**config.mk**
```make
export PLATFORM = sky130hd
export DESIGN_NAME = int_client
export DESIGN_NICKNAME = d
export VERILOG_FILES = /design/src/rtl/int_client.sv
export SDC_FILE = /design/constraint.sdc
export NUM_CORES = 1
export LEC_CHECK = 0
export ABC_AREA = 1
export CELL_PAD_IN_SITES_DETAIL_PLACEMENT = 1
export CELL_PAD_IN_SITES_GLOBAL_PLACEMENT = 2
export CORE_MARGIN = 1.5
export CORE_UTILIZATION = 24
export CTS_CLUSTER_DIAMETER = 100
export DETAILED_ROUTE_END_ITERATION = 8
export GPL_ROUTABILITY_DRIVEN = 0
export PLACE_DENSITY_LB_ADDON = 0.08
export RECOVER_POWER = 50
export SYNTH_ARGS = -nofsm -noshare
export SYNTH_HDL_FRONTEND = slang
export SYNTH_SLANG_ARGS = --single-unit
```
**constraint.sdc**
```tcl
create_clock -name clk -period 1.9 [get_ports clk]
set_input_delay 0.38 -clock clk [delete_from_list [all_inputs] [get_ports clk]]
set_output_delay 0.38 -clock clk [all_outputs]
set_load 0.01 [all_outputs]
```
**src/rtl/int_client.sv**
```systemverilog
// Machine-mode trap sequencer: catches ecall/ebreak/mret/irq in EX,
// writes mepc/mstatus/mcause, then pulses a redirect to the controller.
module int_client #(
  parameter int CPU_WIDTH      = 32,
  parameter int INT_NUM        = 8,
  parameter int CSR_ADDR_WIDTH = 12
) (
  input  logic                      clk,
  input  logic                      rst_n,
  input  logic [INT_NUM-1:0]        int_flag_i,
  input  logic                      inst_ecall_i,
  input  logic                      inst_ebreak_i,
  input  logic                      inst_mret_i,
  input  logic [CPU_WIDTH-1:0]      inst_addr_i,
  input  logic                      jump_flag_i,
  input  logic [CPU_WIDTH-1:0]      jump_addr_i,
  input  logic                      div_busy_i,
  input  logic [CPU_WIDTH-1:0]      csr_mtvec_i,
  input  logic [CPU_WIDTH-1:0]      csr_mepc_i,
  input  logic [CPU_WIDTH-1:0]      csr_mstatus_i,
  output logic                      csr_we_o,
  output logic [CSR_ADDR_WIDTH-1:0] csr_waddr_o,
  output logic [CPU_WIDTH-1:0]      csr_wdata_o,
  output logic                      hold_flag_o,
  output logic [CPU_WIDTH-1:0]      int_addr_o,
  output logic                      int_assert_o
);

  typedef enum logic [2:0] {
    IDLE,
    W_MEPC,
    W_MSTATUS,
    W_MCAUSE,
    ASSERT,
    MRET_MSTATUS,
    MRET_ASSERT
  } state_t;

  localparam logic [CSR_ADDR_WIDTH-1:0] A_MSTATUS =
    CSR_ADDR_WIDTH'(12'h300);
  localparam logic [CSR_ADDR_WIDTH-1:0] A_MEPC =
    CSR_ADDR_WIDTH'(12'h341);
  localparam logic [CSR_ADDR_WIDTH-1:0] A_MCAUSE =
    CSR_ADDR_WIDTH'(12'h342);

  state_t state, state_nxt;

  logic [CPU_WIDTH-1:0] epc_q;
  logic [CPU_WIDTH-1:0] cause_q;
  logic [CPU_WIDTH-1:0] mstatus_q;
  logic [CPU_WIDTH-1:0] mtvec_q;
  logic [CPU_WIDTH-1:0] mepc_q;

  logic sync_det;
  logic mret_det;
  logic async_det;
  logic any_det;
  logic [CPU_WIDTH-1:0] int_idx;
  logic [CPU_WIDTH-1:0] cause_nxt;
  logic [CPU_WIDTH-1:0] epc_nxt;

  // detections are made mutually exclusive to encode the priority
  always_comb begin
    sync_det  = 1'b0;
    mret_det  = 1'b0;
    async_det = 1'b0;
    if (state == IDLE) begin
      sync_det  = inst_ecall_i | inst_ebreak_i;
      mret_det  = inst_mret_i & ~sync_det;
      async_det = (|int_flag_i) & csr_mstatus_i[3] & ~div_busy_i
                & ~sync_det & ~inst_mret_i;
    end
    any_det = sync_det | mret_det | async_det;
  end

  // downward scan so the lowest set line wins
  always_comb begin
    int_idx = '0;
    for (int i = INT_NUM - 1; i >= 0; i--) begin
      if (int_flag_i[i]) int_idx = CPU_WIDTH'(i);
    end
  end

  always_comb begin
    cause_nxt = CPU_WIDTH'(32'h8000_0010) + int_idx;
    epc_nxt   = jump_flag_i ? jump_addr_i : inst_addr_i;
    if (sync_det) begin
      epc_nxt   = inst_addr_i;
      cause_nxt = inst_ecall_i ? CPU_WIDTH'(32'd11)
                               : CPU_WIDTH'(32'd3);
    end
  end

  always_ff @(posedge clk or negedge rst_n) begin
    if (!rst_n) begin
      epc_q     <= '0;
      cause_q   <= '0;
      mstatus_q <= '0;
      mtvec_q   <= '0;
      mepc_q    <= '0;
    end else if (any_det) begin
      epc_q     <= epc_nxt;
      cause_q   <= cause_nxt;
      mstatus_q <= csr_mstatus_i;
      mtvec_q   <= csr_mtvec_i;
      mepc_q    <= csr_mepc_i;
    end
  end

  always_ff @(posedge clk or negedge rst_n) begin
    if (!rst_n) state <= IDLE;
    else        state <= state_nxt;
  end

  always_comb begin
    state_nxt = state;
    unique case (state)
      IDLE: begin
        unique case (1'b1)
          sync_det,
          async_det: state_nxt = W_MEPC;
          mret_det:  state_nxt = MRET_MSTATUS;
          default:   state_nxt = IDLE;
        endcase
      end
      W_MEPC:       state_nxt = W_MSTATUS;
      W_MSTATUS:    state_nxt = W_MCAUSE;
      W_MCAUSE:     state_nxt = ASSERT;
      ASSERT:       state_nxt = IDLE;
      MRET_MSTATUS: state_nxt = MRET_ASSERT;
      MRET_ASSERT:  state_nxt = IDLE;
      default:      state_nxt = IDLE;
    endcase
  end

  always_comb begin
    csr_we_o     = 1'b0;
    csr_waddr_o  = '0;
    csr_wdata_o  = '0;
    int_assert_o = 1'b0;
    int_addr_o   = '0;
    unique case (state)
      W_MEPC: begin
        csr_we_o    = 1'b1;
        csr_waddr_o = A_MEPC;
        csr_wdata_o = epc_q;
      end
      W_MSTATUS: begin
        csr_we_o       = 1'b1;
        csr_waddr_o    = A_MSTATUS;
        csr_wdata_o    = mstatus_q;
        csr_wdata_o[7] = mstatus_q[3];
        csr_wdata_o[3] = 1'b0;
      end
      W_MCAUSE: begin
        csr_we_o    = 1'b1;
        csr_waddr_o = A_MCAUSE;
        csr_wdata_o = cause_q;
      end
      ASSERT: begin
        int_assert_o = 1'b1;
        int_addr_o   = mtvec_q;
      end
      MRET_MSTATUS: begin
        csr_we_o       = 1'b1;
        csr_waddr_o    = A_MSTATUS;
        csr_wdata_o    = mstatus_q;
        csr_wdata_o[3] = mstatus_q[7];
        csr_wdata_o[7] = 1'b1;
      end
      MRET_ASSERT: begin
        int_assert_o = 1'b1;
        int_addr_o   = mepc_q;
      end
      default: ;
    endcase
  end

  assign hold_flag_o = (state != IDLE) | any_det;

endmodule

```
; ---- Word-level counts from Yosys, hierarchy flattened
; Index checks and enable logic that the tools add are counted.
[totals]
register_bits = 163
inputBits = 175
out_inout_bits = 79
elab_cells = 54
[op_classes]
add_sub_neg = 1
n_eq_ne = 6
muxes = 22
n_bitwise = 12
reduce_logical = 7
[ops]
columns = operator, n
row1 = $mux 32, 8
row2 = $pmux 32 s4, 1
row3 = $pmux 32 s2, 1
row4 = $add 32x32->32 const A, 1
row5 = $pmux 10 s3, 1
row6 = $pmux 3 s5, 1
row7 = $eq 3x3->1 const B, 3
row8 = $mux 3, 3
row9 = $reduce_or 8->1, 1
row10 = $eq 3x2->1 const B, 2
row11 = $pmux 3 s2, 1
row12 = $reduce_or 2->1, 3
row13 = $and 1x1->1, 5
row14 = $mux 1, 5
row15 = $mux 4, 1
row16 = $or 1x1->1, 4
row17 = $reduce_or 4->1, 1
row18 = $eq 3x1->1 const B, 1
row19 = $logic_not 3->1, 1
row20 = $not 1->1, 3
row21 = $reduce_bool 3->1, 1

; ---- Longest topological paths before layout
; Gate-level depths: netlist of run 1.
[depth]
depth_word = 10
depth_mapped = 11
ltp_nobuf = 11

; ---- Worst setup path before layout of run 1
; OpenSTA, ideal clock, no wires.
[synth_path]
path_kind = in2out
startpoint = input port inst_ebreak_i
endpoint = output port hold_flag_o
arrival_ps = 1360
required_ps = 1520
path_slack_ps = 160
cell_stages = 7
n_path_buf = 2
path_cell_list = or2_2 nor2_1 nand2_1 nand2_1 buf_4 buf_4 nand2_1
[synth_between]
elab_chain_cells = 7
word_cells_on_any_way = 11
classes_between = mux: 3 / bitwise: 8
[synth_rtl]
columns = element, line_no
row1 = start: declaration, 12  ; input logic inst_ebreak_i,
row2 = $or 1x1->1 *, 68  ; sync_det = inst_ecall_i | inst_ebreak_i;
row3 = $not 1->1, "69, 71"
row4 = $and 1x1->1 (on tied branches), "69, 71"
row5 = $mux 1 / $and 1x1->1 (equally long branches), "67, 71"
row6 = $or 1x1->1 / $mux 1 (equally long branches), "73, 67"
row7 = $or 1x1->1 *, 73  ; any_det = sync_det | mret_det | async_det;
row8 = $or 1x1->1 *, 179  ; assign hold_flag_o = (state != IDLE) | any_det;
row9 = end: declaration, 24  ; output logic hold_flag_o,
; Every way passes the cells marked *; elsewhere a longest branch is shown, timed or not.

; ---- Worst setup path in the final report of run 1
[layout_path]
startpoint = register state[0]
endpoint = output port csr_wdata_o[16]
[layout_between]
elab_chain_cells = 2
word_cells_on_any_way = 5
classes_between = eq/ne: 4 / mux: 1
[layout_rtl]
columns = element, line_no
row1 = start: declaration, 46  ; state_t state, state_nxt;
row2 = start signal: assignment, 112  ; else state <= state_nxt;
row3 = "$eq 3x3->1, or another cell as far along", 142  ; unique case (state)
row4 = $pmux 32 s4 *, 142
row5 = end: declaration, 23  ; output logic [CPU_WIDTH-1:0] csr_wdata_o,
; Marked as above.

==> metrics, run 1 <==
status=complete, but fails checks; failing checks=negative setup slack; synth warn=0; sequential area share after synthesis=50.94%; GRT Overall Usage=17.85%; fin util=43.83%; layout net count=1392; post-route DRC violation count=0; P_leak=5.951 nW; met2 routed WL=13.81 mm; Metal-1 WL=11.72 mm; Final Cell Area=0.01188 mm²; gr ovfl total=0; Setup WS post-layout=-238.2 ps; placed wire-length estimate=16.78 mm; Layout Skew=10.77 ps; TritonCTS clock tree=built; Setup violations, final=151; dpl cell area=0.009987 mm²; Final Cycle Share=112.5%; post-synthesis async set-or-reset flop share=100.0%; final slew viol count=0; Cell Area, Synth=0.006681 mm²; CP required=1520 ps; initial drt markers=371; Max-Cap Viols=0; Die Y=169.9 µm; Final Hold Vio Count=0; main flop type after synthesis=dfrtp_1; CTS buffer count=17; first-pass GRT wire length=39.37 mm; root buf cell=clkbuf_16; RSZ-0062 raised after global routing=yes; CP max stage delay=380 ps; htree depth=4; Routed WL per cell=17.12 µm; layout cell share with drive strength beyond 1=28.12%; Place WS=-446.9 ps; Yosys reg bits=136; WL final=27.37 mm; ANT cells=0; slowest CP cell=dfrtp_1; area leader, netlist=dfrtp_1; Hold Path Class=register to register; vias in the first global route=6973; Worst slew margin=46.14%; Clock Path Buffers=2; # rows=60; most common cell in the synthesized netlist=nand2_1; initial core utilization=24.65%; most numerous cell on the critical path=inv_2; Max IR drop VDD=0.0007512 V; WL met3=1.597 mm; crit path launch type=register; element type at the critical path end=primary output; Clk Latency, worst-skew pair=420 ps; crit path kind=register to primary output; Yosys top cell area share=50.94%; Critical Path, Cell by Cell=inv_2, nor2_4, nand2_2, inv_2, buf_12, buf_8, a22o_1, buf_6; Area Overhead vs Synth=77.77%; post-route minimum period=2138 ps; pin count of the biggest net entering global routing=71; non-filler cells, final=1599; IO Pins=254; max frequency=467.7 MHz; initial antenna violation count=1; Syn Area/Cell=7.440 µm²; worst path arrival time=1760 ps; highest routed layer=met5; die area=0.02885 mm²; placed cell count=1517; top cells by count, synth=nand2_1, dfrtp_1, nand3_1, inv_1, o21ai_0; pwr dens=1673 mW/mm²; vias=6953; Max FO, Critical Path=8; Pre-antenna DRT Iters=4; Vias/cell=4.348; # clock sinks=136; core box area=0.02710 mm²; EDFF count, synth=0; Worst Tran Pin Value=807.9 ps; Die Wd=169.9 µm; Syn Inst Count=898; post-route ant nets=0; number of port buffers=246; Worst-path clk slew=60 ps; count of cell types in the netlist=20; setup TNS=-14230 ps; largest cells by area after synthesis=dfrtp_1, nand2_1, nand3_1
## power by group
part           total, mW  internal, mW  switching (mW)
registers           5.19          4.34           0.841
clock network       3.36          2.04            1.32
logic               11.3          5.53            5.78
total               19.9          11.9            7.95
## layer usage
layer | up-vias | global-route usage (%)
met3 | 18 | 5.256
met2 | 160 | 30.42
met4 | 2 | 4.117
li1 | 3428 | -
met1 | 3345 | 22.18
met5 | - | 0
## critical path: cells and delay by family (launching register included)
family,cells,cell delay [ps]
flops,1,380
buf+inv,5,590
compound gates,1,220
simple gates,2,140
## final timing paths
path                             from  cells past startpoint               to  slack, ps
min reg2reg                cause_q[3]                      2       cause_q[3]        470
max                          state[0]                      8  csr_wdata_o[16]       -240
min                        cause_q[3]                      2       cause_q[3]        470
max in group asynchronous       rst_n                      3      mtvec_q[23]        180
max reg2reg                  state[1]                     12       cause_q[0]        -60
min in group asynchronous       rst_n                      2        mepc_q[5]        570
## stage by stage
| step | total power, mW | hold slack, ps |
|---|---|---|
| after floorplan | 9.350 | 84.41 |
| after global placement | 13.47 | 285.8 |
| after detailed placement | 13.57 | 280.8 |
| after CTS | 18.11 | 394.6 |
| after global routing | 21.33 | 475.8 |
| final | 19.87 | 473.3 |
## placed cells by master (no fill, tap or decap), types with 5 or more instances in the layout
cell type	count
a22o_1	25
buf_12	32
buf_2	42
buf_4	41
buf_6	47
buf_8	6
clkbuf_16	27
clkdlybuf4s50_1	173
conb_1	7
dfrtp_1	135
inv_1	42
nand2_1	436
nand2_2	54
nand2_4	5
nand3_1	45
nand3_2	25
nand3_4	6
o21ai_1	6
o21ai_2	24
o21ai_4	7
## flip-flops by register name (all words and copies together) (netlist names)
| name | count |
|---|---|
| epc_q | 32 |
| cause_q | 5 |
| mepc_q | 32 |
| state | 3 |
| mtvec_q | 32 |
| mstatus_q | 32 |
## kinds of logic after synthesis
| family | synth area share (%) |
|---|---|
| other cells | 0.05613 |
| compound gates | 6.610 |
| flops | 50.94 |
| simple gates | 34.63 |
| buf+inv | 7.771 |
## area by class of cell
cell class | count | area, µm²
Clock buffer | 17 | 425.4
Timing Repair Buffer | 358 | 3890
Fill cell | 3168 | 15220
Inverter | 45 | 168.9
Multi-Input combinational cell | 659 | 3367
Clock inverter | 12 | 156.4
Tap cell | 372 | 465.4
Sequential cell | 136 | 3405
## repair_timing
item | in CTS | in global routing
endpoints found under the hold margin | 25 | 0
hold buffers | 1 | 0
cloned | 5 | 13
pin swaps | 13 | 20
endpoints found under the setup margin | 72 | 197
buffers inserted | 25 | 14
resized for setup | 443 | 131
Power figures use the tool's default switching activity.
==> run 2, diff against run 1 <==
- CORE_ASPECT_RATIO: unset -> 1.75
==> run 2 against run 1 <==
  * The flow still finishes with violations (negative setup slack)
  * Sequential power about the same
  * Power increased by 9.7%
  * First-iteration DRC count shrank 43%
  * Setup slack got worse by 140 ps
  * Final cell count increased by 1.1%
  * Clock power grew 7.1%
  * Via count up 2.6%
  * Non-clock buffer count increased by 19
  * Register-to-register slack worse by 290 ps
  * Critical endpoint is now csr_wdata_o[29]
  * Largest power group unchanged
==> metrics, run 2 (synthesis gave the netlist of run 1 again) <==
Clk network pwr share=16.5% (-0.4 points); ANT cells=0 (unchanged); Die Y=223.7 µm (+32%); Max FO, Critical Path=7 (-1); post-route DRC violation count=0 (unchanged); reg2reg setup slack=-350 ps (-290 ps); part of the power in registers=23.9% (-2.2 points); htree depth=4 (unchanged); Die Wd=129.1 µm (-24%); most common cell after layout, fill and taps aside=nand2_1; Vias/cell=4.411 (+1.4%); Clock Path Buffers=2 (unchanged); switching share of power=39.29% (-0.70 points); commonest non-fill, non-tap cells in the layout=nand2_1, clkdlybuf4s50_1, dfrtp_1, nand2_2, buf_6; Final Cell Area=0.01244 mm² (+4.8%); pwr dens=1751 mW/mm² (+4.7%); reg2reg start=state[1]; RSZ-0062 raised after global routing=yes; crit path kind=register to primary output; r2r worst-path depth=14 (+2); Max-Cap Viols=0 (unchanged); Worst slew margin=45.77% (-0.37 points); post-route ant nets=0 (unchanged); max frequency=439.4 MHz (-6.1%); Setup violations, final=202 (+34%); Worst Tran Pin Value=813.4 ps (+5.524 ps); RR Endpoint=mepc_q[30]; dpl cell area=0.009836 mm² (-1.5%); Pre-antenna DRT Iters=4 (unchanged); Max IR drop VDD=0.0008907 V (+19%); Setup WS post-layout=-375.9 ps (-137.8 ps); final slew viol count=0 (unchanged); worst path arrival time=1900 ps (+140 ps); CP required=1520 ps (about the same); non-filler cells, final=1617 (+1.1%); Final Cycle Share=119.8% (+7.3 points); Internal Power=13.23 mW (+11%); layout cell share with drive strength beyond 1=32.13% (+4.0 points); hold slack final=361.4 ps (-111.9 ps); die area=0.02889 mm² (+0.13%); Area Overhead vs Synth=86.25%; CTS buffer count=17 (unchanged); status=complete, but fails checks; vias=7132 (+2.6%); failing checks=negative setup slack; element type at the critical path end=primary output; Routed WL per cell=18.46 µm (+7.8%); crit path capture=csr_wdata_o[29]; fin util=45.54% (+1.7 points); TritonCTS clock tree=built; initial core utilization=24.45% (-0.20 points); GRT Overall Usage=20.89% (+3.0 points); root buf cell=clkbuf_16; core box area=0.02733 mm² (+0.83%); setup TNS=-53610 ps (-39380 ps); Worst-path clk slew=60 ps (about the same); placed cell count=1501 (-1.1%); pin count of the biggest net entering global routing=79 (+11%); placed wire-length estimate=17.22 mm (+2.7%); IO Pins=254 (unchanged); # rows=80 (+33%); WL final=29.85 mm (+9.0%); initial antenna violation count=0 (-1); number of port buffers=246 (unchanged); CP startpoint=state[0]; Layout Skew=8.483 ps (-2.284 ps); P_leak=6.320 nW (+6.2%); combinational power share=59.6% (+2.6 points); layout net count=1411 (+1.4%); Clk Latency, worst-skew pair=450 ps (+30 ps); first-pass GRT wire length=44.36 mm (+13%); gr ovfl total=0 (unchanged); Final Hold Vio Count=0 (unchanged); # clock sinks=136 (unchanged); Hold Path Class=primary input to asynchronous set/reset pin; vias in the first global route=7587 (+8.8%); initial drt markers=211 (-43%); crit path launch type=register; post-route minimum period=2276 ps (+137.8 ps); NetSw=8.564 mW (+7.8%)
-- run 2: cell types whose count changed in the layout (fill, tap and decap cells not counted), sizes merged --
cell / delta
buf: +20
clkinvlp: -3
clkbuf: +2
clkdlybuf4s15: +2
bufbuf: +1
clkinv: -1
dlygate4sd2: +1
inv: -1
-- run 2: final cells by class --
type                       instances  area (µm²)
sequential                       136        3405
multi-input combinational        659        3480
tap                              369       461.7
fill                            3182       14880
clock inverter                     7       112.6
timing repair buffer             377        4290
clock buffer                      24       521.8
inverter                          45       173.9
-- run 2: worst max-delay path, stage by stage, from the launching register on --
cell,delay (ps)
dfrtp_1,400
inv_2,110
nor2_4,60
nand2_2,100
clkinv_4,100
buf_12,160
buf_8,120
a22o_1,240
buf_2,140
-- run 2: power by group through the flow --
stage,clock [mW],combinational [mW],sequential [mW]
2_1_floorplan,0,4.41,4.94
3_3_place_gp,0,8.11,5.09
3_5_place_dp,0,8.18,5.13
4_1_cts,3.70,11.9,5.14
5_1_grt,3.79,14.0,5.39
6_report,3.60,13.0,5.20
-- run 2: layer usage --
layer  wire length [µm]  global-route usage (%)  vias to the layer above
li1                   -                       -                     3469
met1              10890                   22.38                     3454
met2              17000                   39.79                      171
met3               1160                   4.299                       38
met4                799                   6.814                        0
met5                  0                       0                        -
-- run 2: per-stage QoR --
step	total power, mW	worst slack [ps]
floorplan	9.350	160.4
global placement	13.20	-772.1
detailed placement	13.31	-776.4
CTS	20.77	-405.9
global route	23.22	-460.8
finish	21.80	-375.9
-- run 2: worst min path at each step --
stage,slack [ps],endpoint,start
finish,360,mtvec_q[10],rst_n
global route,380,mtvec_q[10],rst_n
global placement,190,mtvec_q[10],rst_n
floorplan,80,cause_q[0],rst_n
detailed placement,190,mtvec_q[10],rst_n
CTS,280,mtvec_q[2],rst_n
-- run 2: repair_timing --
item                                   in CTS  in global routing
setup endpoints to repair                 163                202
buffers inserted                           45                 23
pin swaps                                  10                 39
hold buffers                                1                  0
gates resized for setup                   473                196
endpoints found under the hold margin     100                  0
cloned                                     26                  4
